## config.mk

```make
export PLATFORM = sky130hd
export DESIGN_NAME = alu_issue_stage_flat
export DESIGN_NICKNAME = d
export VERILOG_FILES = /design/src/rtl/alu_issue_stage_if.sv /design/src/rtl/alu_issue_stage.sv /design/src/flat_wrapper.sv
export SDC_FILE = /design/constraint.sdc
export NUM_CORES = 1
export LEC_CHECK = 0
export ABC_AREA = 1
export CAP_MARGIN = 30
export CELL_PAD_IN_SITES_DETAIL_PLACEMENT = 0
export CELL_PAD_IN_SITES_GLOBAL_PLACEMENT = 1
export CORE_AREA = 2 2 219 221
export DETAILED_ROUTE_END_ITERATION = 10
export DIE_AREA = 0 0 221 223
export GPL_ROUTABILITY_DRIVEN = 0
export PLACE_DENSITY_LB_ADDON = 0.1
export SYNTH_ARGS = -nofsm -noshare
export SYNTH_HDL_FRONTEND = slang
export SYNTH_SLANG_ARGS = --single-unit
```

## constraint.sdc

```tcl
create_clock -name clk -period 5 [get_ports clk]
set_clock_uncertainty 0.1 [all_clocks]
set_input_delay 1.25 -clock clk [delete_from_list [all_inputs] [get_ports clk]]
set_output_delay 1.25 -clock clk [all_outputs]
set_load 0.005 [all_outputs]
```

## src/rtl/alu_issue_stage_if.sv

```systemverilog
// rtl/alu_issue_stage_if.sv - decode-to-ALU issue stage handshake and operand bus
interface alu_issue_stage_if #(
    parameter int XLEN = 64,
    parameter int RA_W = 5
);
    // decode side
    logic            in_valid;
    logic            in_ready;
    logic [6:0]      opcode;
    logic [2:0]      funct3;
    logic            funct7_5;
    logic [RA_W-1:0] rs1_idx;
    logic [RA_W-1:0] rs2_idx;
    logic [RA_W-1:0] rd_idx;
    logic [XLEN-1:0] rs1_data;
    logic [XLEN-1:0] rs2_data;
    logic [XLEN-1:0] imm;

    // bypass sources
    logic            fwd0_en;
    logic [RA_W-1:0] fwd0_rd;
    logic [XLEN-1:0] fwd0_data;
    logic            fwd1_en;
    logic [RA_W-1:0] fwd1_rd;
    logic [XLEN-1:0] fwd1_data;

    logic            flush;

    // EX side
    logic            out_valid;
    logic            out_ready;
    logic [XLEN-1:0] alu_a;
    logic [XLEN-1:0] alu_b;
    logic [3:0]      alu_control;
    logic [RA_W-1:0] out_rd;
    logic            out_wr_en;
    logic            out_is_load;
    logic            out_is_store;
    logic            out_illegal;
    logic [XLEN-1:0] out_store_data;

    modport master (
        output in_valid, opcode, funct3, funct7_5, rs1_idx, rs2_idx, rd_idx,
               rs1_data, rs2_data, imm,
               fwd0_en, fwd0_rd, fwd0_data, fwd1_en, fwd1_rd, fwd1_data,
               flush, out_ready,
        input  in_ready, out_valid, alu_a, alu_b, alu_control, out_rd,
               out_wr_en, out_is_load, out_is_store, out_illegal, out_store_data
    );

    modport slave (
        input  in_valid, opcode, funct3, funct7_5, rs1_idx, rs2_idx, rd_idx,
               rs1_data, rs2_data, imm,
               fwd0_en, fwd0_rd, fwd0_data, fwd1_en, fwd1_rd, fwd1_data,
               flush, out_ready,
        output in_ready, out_valid, alu_a, alu_b, alu_control, out_rd,
               out_wr_en, out_is_load, out_is_store, out_illegal, out_store_data
    );
endinterface

```

## src/rtl/alu_issue_stage.sv

```systemverilog
// rtl/alu_issue_stage.sv - ID/EX stage: decode, operand forwarding, load-use bubble
module alu_issue_stage #(
    parameter int XLEN = 64,
    parameter int RA_W = 5
) (
    input logic          clk,
    input logic          rst_n,
    alu_issue_stage_if.slave bus
);
    localparam logic [6:0] OPC_OP     = 7'b0110011;
    localparam logic [6:0] OPC_OP_IMM = 7'b0010011;
    localparam logic [6:0] OPC_LOAD   = 7'b0000011;
    localparam logic [6:0] OPC_STORE  = 7'b0100011;

    localparam logic [3:0] CTL_AND  = 4'd0;
    localparam logic [3:0] CTL_OR   = 4'd1;
    localparam logic [3:0] CTL_ADD  = 4'd2;
    localparam logic [3:0] CTL_SLL  = 4'd3;
    localparam logic [3:0] CTL_SRL  = 4'd4;
    localparam logic [3:0] CTL_SRA  = 4'd5;
    localparam logic [3:0] CTL_SUB  = 4'd6;
    localparam logic [3:0] CTL_SLTU = 4'd7;
    localparam logic [3:0] CTL_SLT  = 4'd8;
    localparam logic [3:0] CTL_XOR  = 4'd9;

    // registered stage state
    logic            out_valid_q,      out_valid_d;
    logic [XLEN-1:0] alu_a_q,          alu_a_d;
    logic [XLEN-1:0] alu_b_q,          alu_b_d;
    logic [3:0]      alu_control_q,    alu_control_d;
    logic [RA_W-1:0] out_rd_q,         out_rd_d;
    logic            out_wr_en_q,      out_wr_en_d;
    logic            out_is_load_q,    out_is_load_d;
    logic            out_is_store_q,   out_is_store_d;
    logic            out_illegal_q,    out_illegal_d;
    logic [XLEN-1:0] out_store_data_q, out_store_data_d;

    // decode results for the incoming instruction
    logic            is_op, is_op_imm, is_load, is_store, is_legal;
    logic            uses_rs1, uses_rs2;
    logic            is_shift;
    logic [3:0]      dec_control;
    logic [XLEN-1:0] rs1_fwd, rs2_fwd;
    logic [XLEN-1:0] dec_b;
    logic            hazard, adv;

    // classify opcode and derive the ALU control code
    always_comb begin
        is_op     = (bus.opcode == OPC_OP);
        is_op_imm = (bus.opcode == OPC_OP_IMM);
        is_load   = (bus.opcode == OPC_LOAD);
        is_store  = (bus.opcode == OPC_STORE);
        is_legal  = is_op | is_op_imm | is_load | is_store;
        uses_rs1  = is_legal;
        uses_rs2  = is_op | is_store;
        is_shift  = (bus.funct3 == 3'b001) || (bus.funct3 == 3'b101);
        dec_control = CTL_ADD;
        if (is_op || is_op_imm) begin
            case (bus.funct3)
                3'b000:  dec_control = (is_op && bus.funct7_5) ? CTL_SUB : CTL_ADD;
                3'b001:  dec_control = CTL_SLL;
                3'b010:  dec_control = CTL_SLT;
                3'b011:  dec_control = CTL_SLTU;
                3'b100:  dec_control = CTL_XOR;
                3'b101:  dec_control = bus.funct7_5 ? CTL_SRA : CTL_SRL;
                3'b110:  dec_control = CTL_OR;
                default: dec_control = CTL_AND;
            endcase
        end
    end

    // two-source bypass: x0 is hardwired, the younger ALU result wins over writeback
    always_comb begin
        rs1_fwd = bus.rs1_data;
        if (bus.rs1_idx == '0) begin
            rs1_fwd = '0;
        end else if (bus.fwd0_en && bus.fwd0_rd == bus.rs1_idx) begin
            rs1_fwd = bus.fwd0_data;
        end else if (bus.fwd1_en && bus.fwd1_rd == bus.rs1_idx) begin
            rs1_fwd = bus.fwd1_data;
        end

        rs2_fwd = bus.rs2_data;
        if (bus.rs2_idx == '0) begin
            rs2_fwd = '0;
        end else if (bus.fwd0_en && bus.fwd0_rd == bus.rs2_idx) begin
            rs2_fwd = bus.fwd0_data;
        end else if (bus.fwd1_en && bus.fwd1_rd == bus.rs2_idx) begin
            rs2_fwd = bus.fwd1_data;
        end
    end

    // second operand: register for OP, shift amount for immediate shifts, else immediate
    always_comb begin
        dec_b = bus.imm;
        if (is_op) begin
            dec_b = rs2_fwd;
        end else if (is_op_imm && is_shift) begin
            dec_b = {{(XLEN-6){1'b0}}, bus.imm[5:0]};
        end
    end

    // load-use detection against the held instruction, and stage advance condition
    always_comb begin
        hazard = out_valid_q && out_is_load_q && (out_rd_q != '0) && bus.in_valid &&
                 ((uses_rs1 && bus.rs1_idx == out_rd_q) ||
                  (uses_rs2 && bus.rs2_idx == out_rd_q));
        adv    = !out_valid_q || bus.out_ready;
    end

    // next-state: flush beats capture, capture beats bubble, otherwise hold
    always_comb begin
        out_valid_d      = out_valid_q;
        alu_a_d          = alu_a_q;
        alu_b_d          = alu_b_q;
        alu_control_d    = alu_control_q;
        out_rd_d         = out_rd_q;
        out_wr_en_d      = out_wr_en_q;
        out_is_load_d    = out_is_load_q;
        out_is_store_d   = out_is_store_q;
        out_illegal_d    = out_illegal_q;
        out_store_data_d = out_store_data_q;
        if (bus.flush) begin
            out_valid_d = 1'b0;
        end else if (adv && bus.in_valid && !hazard) begin
            out_valid_d      = 1'b1;
            alu_a_d          = rs1_fwd;
            alu_b_d          = dec_b;
            alu_control_d    = dec_control;
            out_rd_d         = bus.rd_idx;
            out_wr_en_d      = (is_op || is_op_imm || is_load) && (bus.rd_idx != '0);
            out_is_load_d    = is_load;
            out_is_store_d   = is_store;
            out_illegal_d    = !is_legal;
            out_store_data_d = rs2_fwd;
        end else if (adv) begin
            out_valid_d = 1'b0;
        end
    end

    // stage registers, cleared asynchronously
    always_ff @(posedge clk or negedge rst_n) begin
        if (!rst_n) begin
            out_valid_q      <= 1'b0;
            alu_a_q          <= '0;
            alu_b_q          <= '0;
            alu_control_q    <= '0;
            out_rd_q         <= '0;
            out_wr_en_q      <= 1'b0;
            out_is_load_q    <= 1'b0;
            out_is_store_q   <= 1'b0;
            out_illegal_q    <= 1'b0;
            out_store_data_q <= '0;
        end else begin
            out_valid_q      <= out_valid_d;
            alu_a_q          <= alu_a_d;
            alu_b_q          <= alu_b_d;
            alu_control_q    <= alu_control_d;
            out_rd_q         <= out_rd_d;
            out_wr_en_q      <= out_wr_en_d;
            out_is_load_q    <= out_is_load_d;
            out_is_store_q   <= out_is_store_d;
            out_illegal_q    <= out_illegal_d;
            out_store_data_q <= out_store_data_d;
        end
    end

    // flush always accepts so the incoming instruction is dropped, not stalled
    assign bus.in_ready       = (adv && !hazard && !bus.flush) || bus.flush;
    assign bus.out_valid      = out_valid_q;
    assign bus.alu_a          = alu_a_q;
    assign bus.alu_b          = alu_b_q;
    assign bus.alu_control    = alu_control_q;
    assign bus.out_rd         = out_rd_q;
    assign bus.out_wr_en      = out_wr_en_q;
    assign bus.out_is_load    = out_is_load_q;
    assign bus.out_is_store   = out_is_store_q;
    assign bus.out_illegal    = out_illegal_q;
    assign bus.out_store_data = out_store_data_q;
endmodule

```

## src/flat_wrapper.sv

```systemverilog
// flat-port wrapper written by rule: the top's interface ports become plain ports
module alu_issue_stage_flat 
#(
    parameter int XLEN = 64,
    parameter int RA_W = 5
)
  (clk, rst_n, bus_in_valid, bus_opcode, bus_funct3, bus_funct7_5, bus_rs1_idx, bus_rs2_idx, bus_rd_idx, bus_rs1_data, bus_rs2_data, bus_imm, bus_fwd0_en, bus_fwd0_rd, bus_fwd0_data, bus_fwd1_en, bus_fwd1_rd, bus_fwd1_data, bus_flush, bus_out_ready, bus_in_ready, bus_out_valid, bus_alu_a, bus_alu_b, bus_alu_control, bus_out_rd, bus_out_wr_en, bus_out_is_load, bus_out_is_store, bus_out_illegal, bus_out_store_data);
  alu_issue_stage_if #(.XLEN(XLEN), .RA_W(RA_W)) bus_i ();
  input logic clk;
  input logic rst_n;
  input wire logic [$bits(bus_i.in_valid)-1:0] bus_in_valid;
  input wire logic [$bits(bus_i.opcode)-1:0] bus_opcode;
  input wire logic [$bits(bus_i.funct3)-1:0] bus_funct3;
  input wire logic [$bits(bus_i.funct7_5)-1:0] bus_funct7_5;
  input wire logic [$bits(bus_i.rs1_idx)-1:0] bus_rs1_idx;
  input wire logic [$bits(bus_i.rs2_idx)-1:0] bus_rs2_idx;
  input wire logic [$bits(bus_i.rd_idx)-1:0] bus_rd_idx;
  input wire logic [$bits(bus_i.rs1_data)-1:0] bus_rs1_data;
  input wire logic [$bits(bus_i.rs2_data)-1:0] bus_rs2_data;
  input wire logic [$bits(bus_i.imm)-1:0] bus_imm;
  input wire logic [$bits(bus_i.fwd0_en)-1:0] bus_fwd0_en;
  input wire logic [$bits(bus_i.fwd0_rd)-1:0] bus_fwd0_rd;
  input wire logic [$bits(bus_i.fwd0_data)-1:0] bus_fwd0_data;
  input wire logic [$bits(bus_i.fwd1_en)-1:0] bus_fwd1_en;
  input wire logic [$bits(bus_i.fwd1_rd)-1:0] bus_fwd1_rd;
  input wire logic [$bits(bus_i.fwd1_data)-1:0] bus_fwd1_data;
  input wire logic [$bits(bus_i.flush)-1:0] bus_flush;
  input wire logic [$bits(bus_i.out_ready)-1:0] bus_out_ready;
  output wire logic [$bits(bus_i.in_ready)-1:0] bus_in_ready;
  output wire logic [$bits(bus_i.out_valid)-1:0] bus_out_valid;
  output wire logic [$bits(bus_i.alu_a)-1:0] bus_alu_a;
  output wire logic [$bits(bus_i.alu_b)-1:0] bus_alu_b;
  output wire logic [$bits(bus_i.alu_control)-1:0] bus_alu_control;
  output wire logic [$bits(bus_i.out_rd)-1:0] bus_out_rd;
  output wire logic [$bits(bus_i.out_wr_en)-1:0] bus_out_wr_en;
  output wire logic [$bits(bus_i.out_is_load)-1:0] bus_out_is_load;
  output wire logic [$bits(bus_i.out_is_store)-1:0] bus_out_is_store;
  output wire logic [$bits(bus_i.out_illegal)-1:0] bus_out_illegal;
  output wire logic [$bits(bus_i.out_store_data)-1:0] bus_out_store_data;
  assign bus_i.in_valid = bus_in_valid;
  assign bus_i.opcode = bus_opcode;
  assign bus_i.funct3 = bus_funct3;
  assign bus_i.funct7_5 = bus_funct7_5;
  assign bus_i.rs1_idx = bus_rs1_idx;
  assign bus_i.rs2_idx = bus_rs2_idx;
  assign bus_i.rd_idx = bus_rd_idx;
  assign bus_i.rs1_data = bus_rs1_data;
  assign bus_i.rs2_data = bus_rs2_data;
  assign bus_i.imm = bus_imm;
  assign bus_i.fwd0_en = bus_fwd0_en;
  assign bus_i.fwd0_rd = bus_fwd0_rd;
  assign bus_i.fwd0_data = bus_fwd0_data;
  assign bus_i.fwd1_en = bus_fwd1_en;
  assign bus_i.fwd1_rd = bus_fwd1_rd;
  assign bus_i.fwd1_data = bus_fwd1_data;
  assign bus_i.flush = bus_flush;
  assign bus_i.out_ready = bus_out_ready;
  assign bus_in_ready = bus_i.in_ready;
  assign bus_out_valid = bus_i.out_valid;
  assign bus_alu_a = bus_i.alu_a;
  assign bus_alu_b = bus_i.alu_b;
  assign bus_alu_control = bus_i.alu_control;
  assign bus_out_rd = bus_i.out_rd;
  assign bus_out_wr_en = bus_i.out_wr_en;
  assign bus_out_is_load = bus_i.out_is_load;
  assign bus_out_is_store = bus_i.out_is_store;
  assign bus_out_illegal = bus_i.out_illegal;
  assign bus_out_store_data = bus_i.out_store_data;
  alu_issue_stage #(.XLEN(XLEN), .RA_W(RA_W)) u_core (.clk(clk), .rst_n(rst_n), .bus(bus_i));
endmodule
```

==> results_dict.tcl, run 1 <==
set metrics [dict create \
    status "complete, no violations" \
    fin_setup_tns_ns 0 \
    grt_antenna_before_repair 22 \
    tightestPinTransition_ns 1.04 \
    cts_buffer_depth 3 \
    ant_nets 0 \
    grt.total_usage_pct 26.9 \
    num_rows 80 \
    die-height_um 223 \
    drc_errors 0 \
    crit_path_top_delay_cell "clkdlybuf4s50_1" \
    grt_pass1_wl_um 102000 \
    power.leakage_nw 9.52 \
    drive_above_1_share_pct 3.94 \
    required_ns 3.65 \
    clk_pin_slew_ns 0.06 \
    synth_cells 1984 \
    post_cts_buffers 0 \
    place_area_mm2 0.0192 \
    clock_latency_ns 0.56 \
    setup_viol 0 \
    synth_cell_type_count 30 \
    worst-path-buf-inv 2 \
    startpoint_type "input pin" \
    drv_cap 0 \
    period_minus_slack_ns 4.61 \
    post_cts_resized 0 \
    synth_fp_nets 2347 \
    vias_per_cell 5.04 \
    syn_to_final_growth_pct 57.0 \
    postSynthAreaPerCell_um2 6.48 \
    netlist.area_leader.share_pct 40.1 \
    ios 570 \
    end_kind "output port" \
    drv_slew 0 \
    rsz0062_at_grt "false" \
    routedWlPerCell_um 22.0 \
    critical_path_arrival_ns 3.26 \
    start_util_pct 27.3 \
    cts_tree "done" \
    grt_max_degree 129 \
    drt-initial-drc-count 1309 \
    hp-class "reg -> reg" \
    hold_buffers 0 \
    synth-seq-cells 206 \
    yosysWarnings 0 \
    path_cells "clkdlybuf4s50_1 -> nand2_1 -> nor2_1 -> o211ai_1 -> nand2_1 -> nand2_1 -> nand2_1 -> nand2_2 -> nand2_1 -> nand2_1 -> clkdlybuf4s50_1" \
    hold_viol_final 0 \
    synth_area_mm2 0.0128 \
    num_vias 15700 \
    peakVddDrop_mv 0.253 \
    critPathTopFamily "simple AND/OR/NAND/NOR gates" \
    fin_nets 2829 \
    hold_depth 2 \
    coreArea_mm2 0.0471 \
    synth_top_cell_by_area "dfrtp_1" \
    overflow 0 \
    slowest_delay_ns 0.45 \
    yosysSeqAreaShare_pct 40.1 \
    fmax_ghz 0.217 \
    pwr_density_cell_mw_per_mm2 296 \
    die_x_um 221 \
    worstPathMaxFanout 4 \
    grt_pass1_vias 15600 \
    routed_wirelength_um 68600 \
    synth_area_leaders "dfrtp_1 (40%), nand2_1 (22%), nand3_1 (13%)" \
    finalHoldWorstSlack_ns 0.378 \
    fin_crit_sh_pct 92.2 \
    crit_type "in -> out" \
    drtPass1Iterations 8 \
    ff2ff_path_depth 12 \
    design_area_mm2 0.0202 \
    numCtsBuffers 28 \
    worst_path_most_repeated_cell "nand2_1" \
    dpl.hpwl_um 47500 \
    io_buffers 569 \
    cts-root-buf "clkbuf_16" \
    max_slew_margin_pct 30.9 \
    cts_max_level 1 \
    die_area_mm2 0.0493 \
    clkSinkCount 206 \
    cp.depth 11 \
]
final timing paths:
| kind | from | slack (ns) | endpoint |
|---|---|---|---|
| min | u_core.bus.alu_b[30]$_DFFE_PN0P_ | 0.38 | u_core.bus.alu_b[30]$_DFFE_PN0P_ |
| max in group asynchronous | rst_n | 3.29 | u_core.bus.alu_control[2]$_DFFE_PN0P_ |
| max reg2reg | u_core.bus.out_rd[0]$_DFFE_PN0P_ | 2.54 | u_core.bus.alu_a[16]$_DFFE_PN0P_ |
| max | bus_opcode[1] | 0.39 | bus_in_ready |
| min in group asynchronous | rst_n | 0.59 | u_core.bus.alu_b[22]$_DFFE_PN0P_ |
| min reg2reg | u_core.bus.alu_b[30]$_DFFE_PN0P_ | 0.38 | u_core.bus.alu_b[30]$_DFFE_PN0P_ |
power breakdown:
| group | switching, mW | internal (mW) |
|---|---|---|
| Clock | 0.845 | 1.31 |
| Combinational | 0.783 | 0.918 |
| Sequential | 0.170 | 1.93 |
through the flow:
step                      utilization, %  setup WS (ns)  instances  total power, mW
final                               42.8          0.390       3118             5.96
after floorplan                        -           1.67       1984             2.64
after CTS                           42.7          0.392       3101             6.02
after global routing                42.8          0.224       3117             6.25
after global placement              40.6          0.452       3051             3.83
after detailed placement            40.6          0.397       3051             3.83
synth_stat cells, drive strengths merged:
master	count
o21a	1
buf	107
nand2	737
xnor2	2
nand3	332
o21ai	144
o22ai	2
o211ai	1
clkbuf	43
dfrtp	206
nor4	1
nand4	68
nor2	284
inv	43
o31ai	1
nor3	4
a21oi	6
xor2	2
metal layers:
layer  up-vias  track usage (%)  routed length (um)
li1       7441                -                   -
met1      7457             34.6               28800
met2       690             44.8               32600
met3       109             6.18                5470
met4        12             8.14                1640
met5         -                0                  64
kinds of logic (layout without fill, tap and decap cells):
group           after synthesis  in the layout  share of synthesized area [%]
flops                       206            206                           40.1
compound gates              155            155                           6.12
buf+inv                     193            695                           6.88
simple gates               1426           1426                           46.6
xor+xnor                      4              4                          0.273
other cells                   0             17                              0
worst reg2reg max path, stage by stage (launching register included):
cell and delay [ns]:
dfrtp_1 0.46, inv_1 0.09, nand2_1 0.07, nand2_1 0.04, nand3_1 0.07, nor2_1 0.05, nand2_1 0.06, nand2_1 0.11
nand2_2 0.13, nand3_4 0.49, buf_12 0.44, nand2_1 0.13, o21ai_0 0.09
layout make-up:
| class | count | area [um2] |
|---|---|---|
| flip-flops and latches | 206 | 5150 |
| inverters | 43 | 161 |
| repair buffers | 602 | 6150 |
| multi-input cells | 1585 | 6920 |
| diodes | 17 | 42.5 |
| clock inverters | 5 | 75.1 |
| fillers | 4957 | 27000 |
| clock buffers | 45 | 896 |
| well taps | 615 | 769 |
state kept, by name (all words and copies together), names as in the netlist, 4 cells and up:
name / flops
u_core.bus.alu_b: 64
u_core.bus.alu_a: 64
u_core.bus.alu_control: 4
u_core.bus.out_store_data: 64
u_core.bus.out_rd: 5
cell usage in the layout, fill, tap and decap left out, drive strengths merged:
cell           synthesis  layout
nand2                737     737
clkdlybuf4s50          0     568
nand3                332     332
nor2                 284     284
dfrtp                206     206
o21ai                144     144
nand4                 68      68
clkbuf                43      45
inv                   43      43
buf                  107      34
diode                  0      17
a21oi                  6       6
nor3                   4       4
clkinv                 0       3
xnor2                  2       2
xor2                   2       2
o22ai                  2       2
bufinv                 0       2
o211ai                 1       1
o31ai                  1       1
o21a                   1       1
nor4                   1       1
(Power assumes the default switching activity.)
==> inputs of run 2 (changes only) <==
==> constraint.sdc (replaced) <==
create_clock -name clk -period 5 [get_ports clk]
set_clock_uncertainty 0.1 [all_clocks]
set_input_delay 1.5 -clock clk [delete_from_list [all_inputs] [get_ports clk]]
set_output_delay 1.5 -clock clk [all_outputs]
set_load 0.005 [all_outputs]
==> results_dict.tcl, run 2 (synthesis results as in run 1) <==
set metrics [dict create \
    worst_path_most_repeated_cell "nand2_1" \
    cts_buffer_depth 3 \
    worstPathMaxFanout 4 \
    max_slew_margin_pct 31.9 \
    fill_cells 4973 \
    grt_pass1_vias 15600 \
    hold_viol_final 0 \
    clock_latency_ns 0.58 \
    placed_cells 3055 \
    fmax_ghz 0.204 \
    final-seq-area_mm2 0.00515 \
    end_kind "output port" \
    rsz0062_at_grt "false" \
    grt.total_usage_pct 26.7 \
    crit_type "in -> out" \
    grt_antenna_before_repair 18 \
    dpl.hpwl_um 46400 \
    crit_path_top_delay_cell "clkdlybuf4s50_1" \
    finalHoldWorstSlack_ns 0.377 \
    vias_per_cell 5.03 \
    ant_nets 0 \
    drtPass1Iterations 5 \
    final_common_cell "nand2_1" \
    hp-class "reg -> reg" \
    numCtsBuffers 28 \
    fin_nets 2834 \
    power.leakage_nw 9.51 \
    layout_common_cells "nand2_1 (736), clkdlybuf4s50_1 (568), nand3_1 (325)" \
    fin_setup_tns_ns 0 \
    peakVddDrop_mv 0.224 \
    routedWlPerCell_um 21.9 \
    grt_max_degree 177 \
    final_cells 3117 \
    slowest_delay_ns 0.46 \
    multi_input_area_mm2 0.00692 \
    cts-root-buf "clkbuf_16" \
    grt_pass1_wl_um 101000 \
    startpoint_type "input pin" \
    required_ns 3.40 \
    routed_wirelength_um 68200 \
    hold_buffers 0 \
    clkSinkCount 206 \
    clk_pin_slew_ns 0.05 \
    ios 570 \
    period_minus_slack_ns 4.89 \
    power_mw 5.87 \
    fin_crit_sh_pct 97.9 \
    cts_tree "done" \
    critical_path_arrival_ns 3.29 \
    setup_viol 0 \
    die-height_um 223 \
    io_buffers 569 \
    drv_cap 0 \
    overflow 0 \
    start_util_pct 27.3 \
    drive_above_1_share_pct 4.18 \
    syn_to_final_growth_pct 56.4 \
    die_area_mm2 0.0493 \
    die_x_um 221 \
    status "complete, no violations" \
    coreArea_mm2 0.0471 \
    drv_slew 0 \
    pwr_density_cell_mw_per_mm2 292 \
    cts_max_level 1 \
    tightestPinTransition_ns 1.02 \
    path_cells "clkdlybuf4s50_1 -> inv_1 -> nor2_1 -> inv_1 -> nor2_1 -> nand4_1 -> nand2_1 -> nand2_2 -> nand2_1 -> nand2_1 -> clkdlybuf4s50_1" \
    drt-initial-drc-count 1212 \
    num_vias 15700 \
    num_rows 80 \
    drc_errors 0 \
]
==> run 2: cell count changes in the layout (fill, tap and decap cells not counted) <==
cell,change
buf_4,+9
clkbuf_8,-2
nor2_2,+1
nor2_1,-1
buf_12,-4
clkbuf_1,-1
clkinv_2,+3
bufinv_16,-1
diode_2,-5
==> run 2: path summary, 6_finish.rpt <==
check / start / to / slack, ns / depth (start not counted)
max in group asynchronous: rst_n / u_core.bus.out_is_load$_DFFE_PN0P_ / 2.87 / 2
worst max register to register: u_core.bus.out_rd[0]$_DFFE_PN0P_ / u_core.bus.alu_a[32]$_DFFE_PN0P_ / 2.50 / 12
worst max-delay path: bus_opcode[5] / bus_in_ready / 0.11 / 11
worst min-delay path: u_core.bus.alu_b[22]$_DFFE_PN0P_ / u_core.bus.alu_b[22]$_DFFE_PN0P_ / 0.38 / 2
min in group asynchronous: rst_n / u_core.bus.alu_a[18]$_DFFE_PN0P_ / 0.86 / 1
worst min register to register: u_core.bus.alu_b[22]$_DFFE_PN0P_ / u_core.bus.alu_b[22]$_DFFE_PN0P_ / 0.38 / 2
==> run 2: stage by stage <==
stage	setup slack, ns	area (um2)	utilization (%)
after floorplan	1.17	12800	-
after global placement	0.135	19100	40.6
after detailed placement	0.0969	19100	40.6
after CTS	0.0915	20100	42.5
after global routing	0.0220	20100	42.6
final	0.105	20100	42.6
==> run 2: where the power goes <==
part           switching [mW]  internal (mW)
clock network           0.849           1.23
registers               0.167           1.93
logic                   0.777          0.913
==> run 2: final cells by class <==
type	count	area share, %
Antenna cell	12	0.149
Clock buffer	42	4.30
Clock inverter	7	0.299
Inverter	43	0.803
Multi-Input combinational cell	1585	34.4
Sequential cell	206	25.6
Tap cell	615	3.83
Timing Repair Buffer	607	30.5
==> run 2: per-layer routing <==
layer / vias to the layer above / global-route usage [%] / part of all wire (%) / wire length (um)
li1: 7450 / - / - / -
met1: 7476 / 34.1 / 42 / 28800
met2: 643 / 44.5 / 48 / 32500
met5: - / 0 / 0.11 / 75
met3: 95 / 6.44 / 7.6 / 5190
met4: 12 / 8.29 / 2.4 / 1670
==> run 2: worst max-delay path: cells and delay by family <==
kind / cells / cell delay, ns
AND/OR/NAND/NOR: 7 / 0.78
buffers and inverters: 4 / 1.03
==> run 2: timing repair <==
action / in CTS / in global routing
setup endpoints to repair: 0 / 1
resized for setup: 0 / 1
buffers inserted: 0 / 1
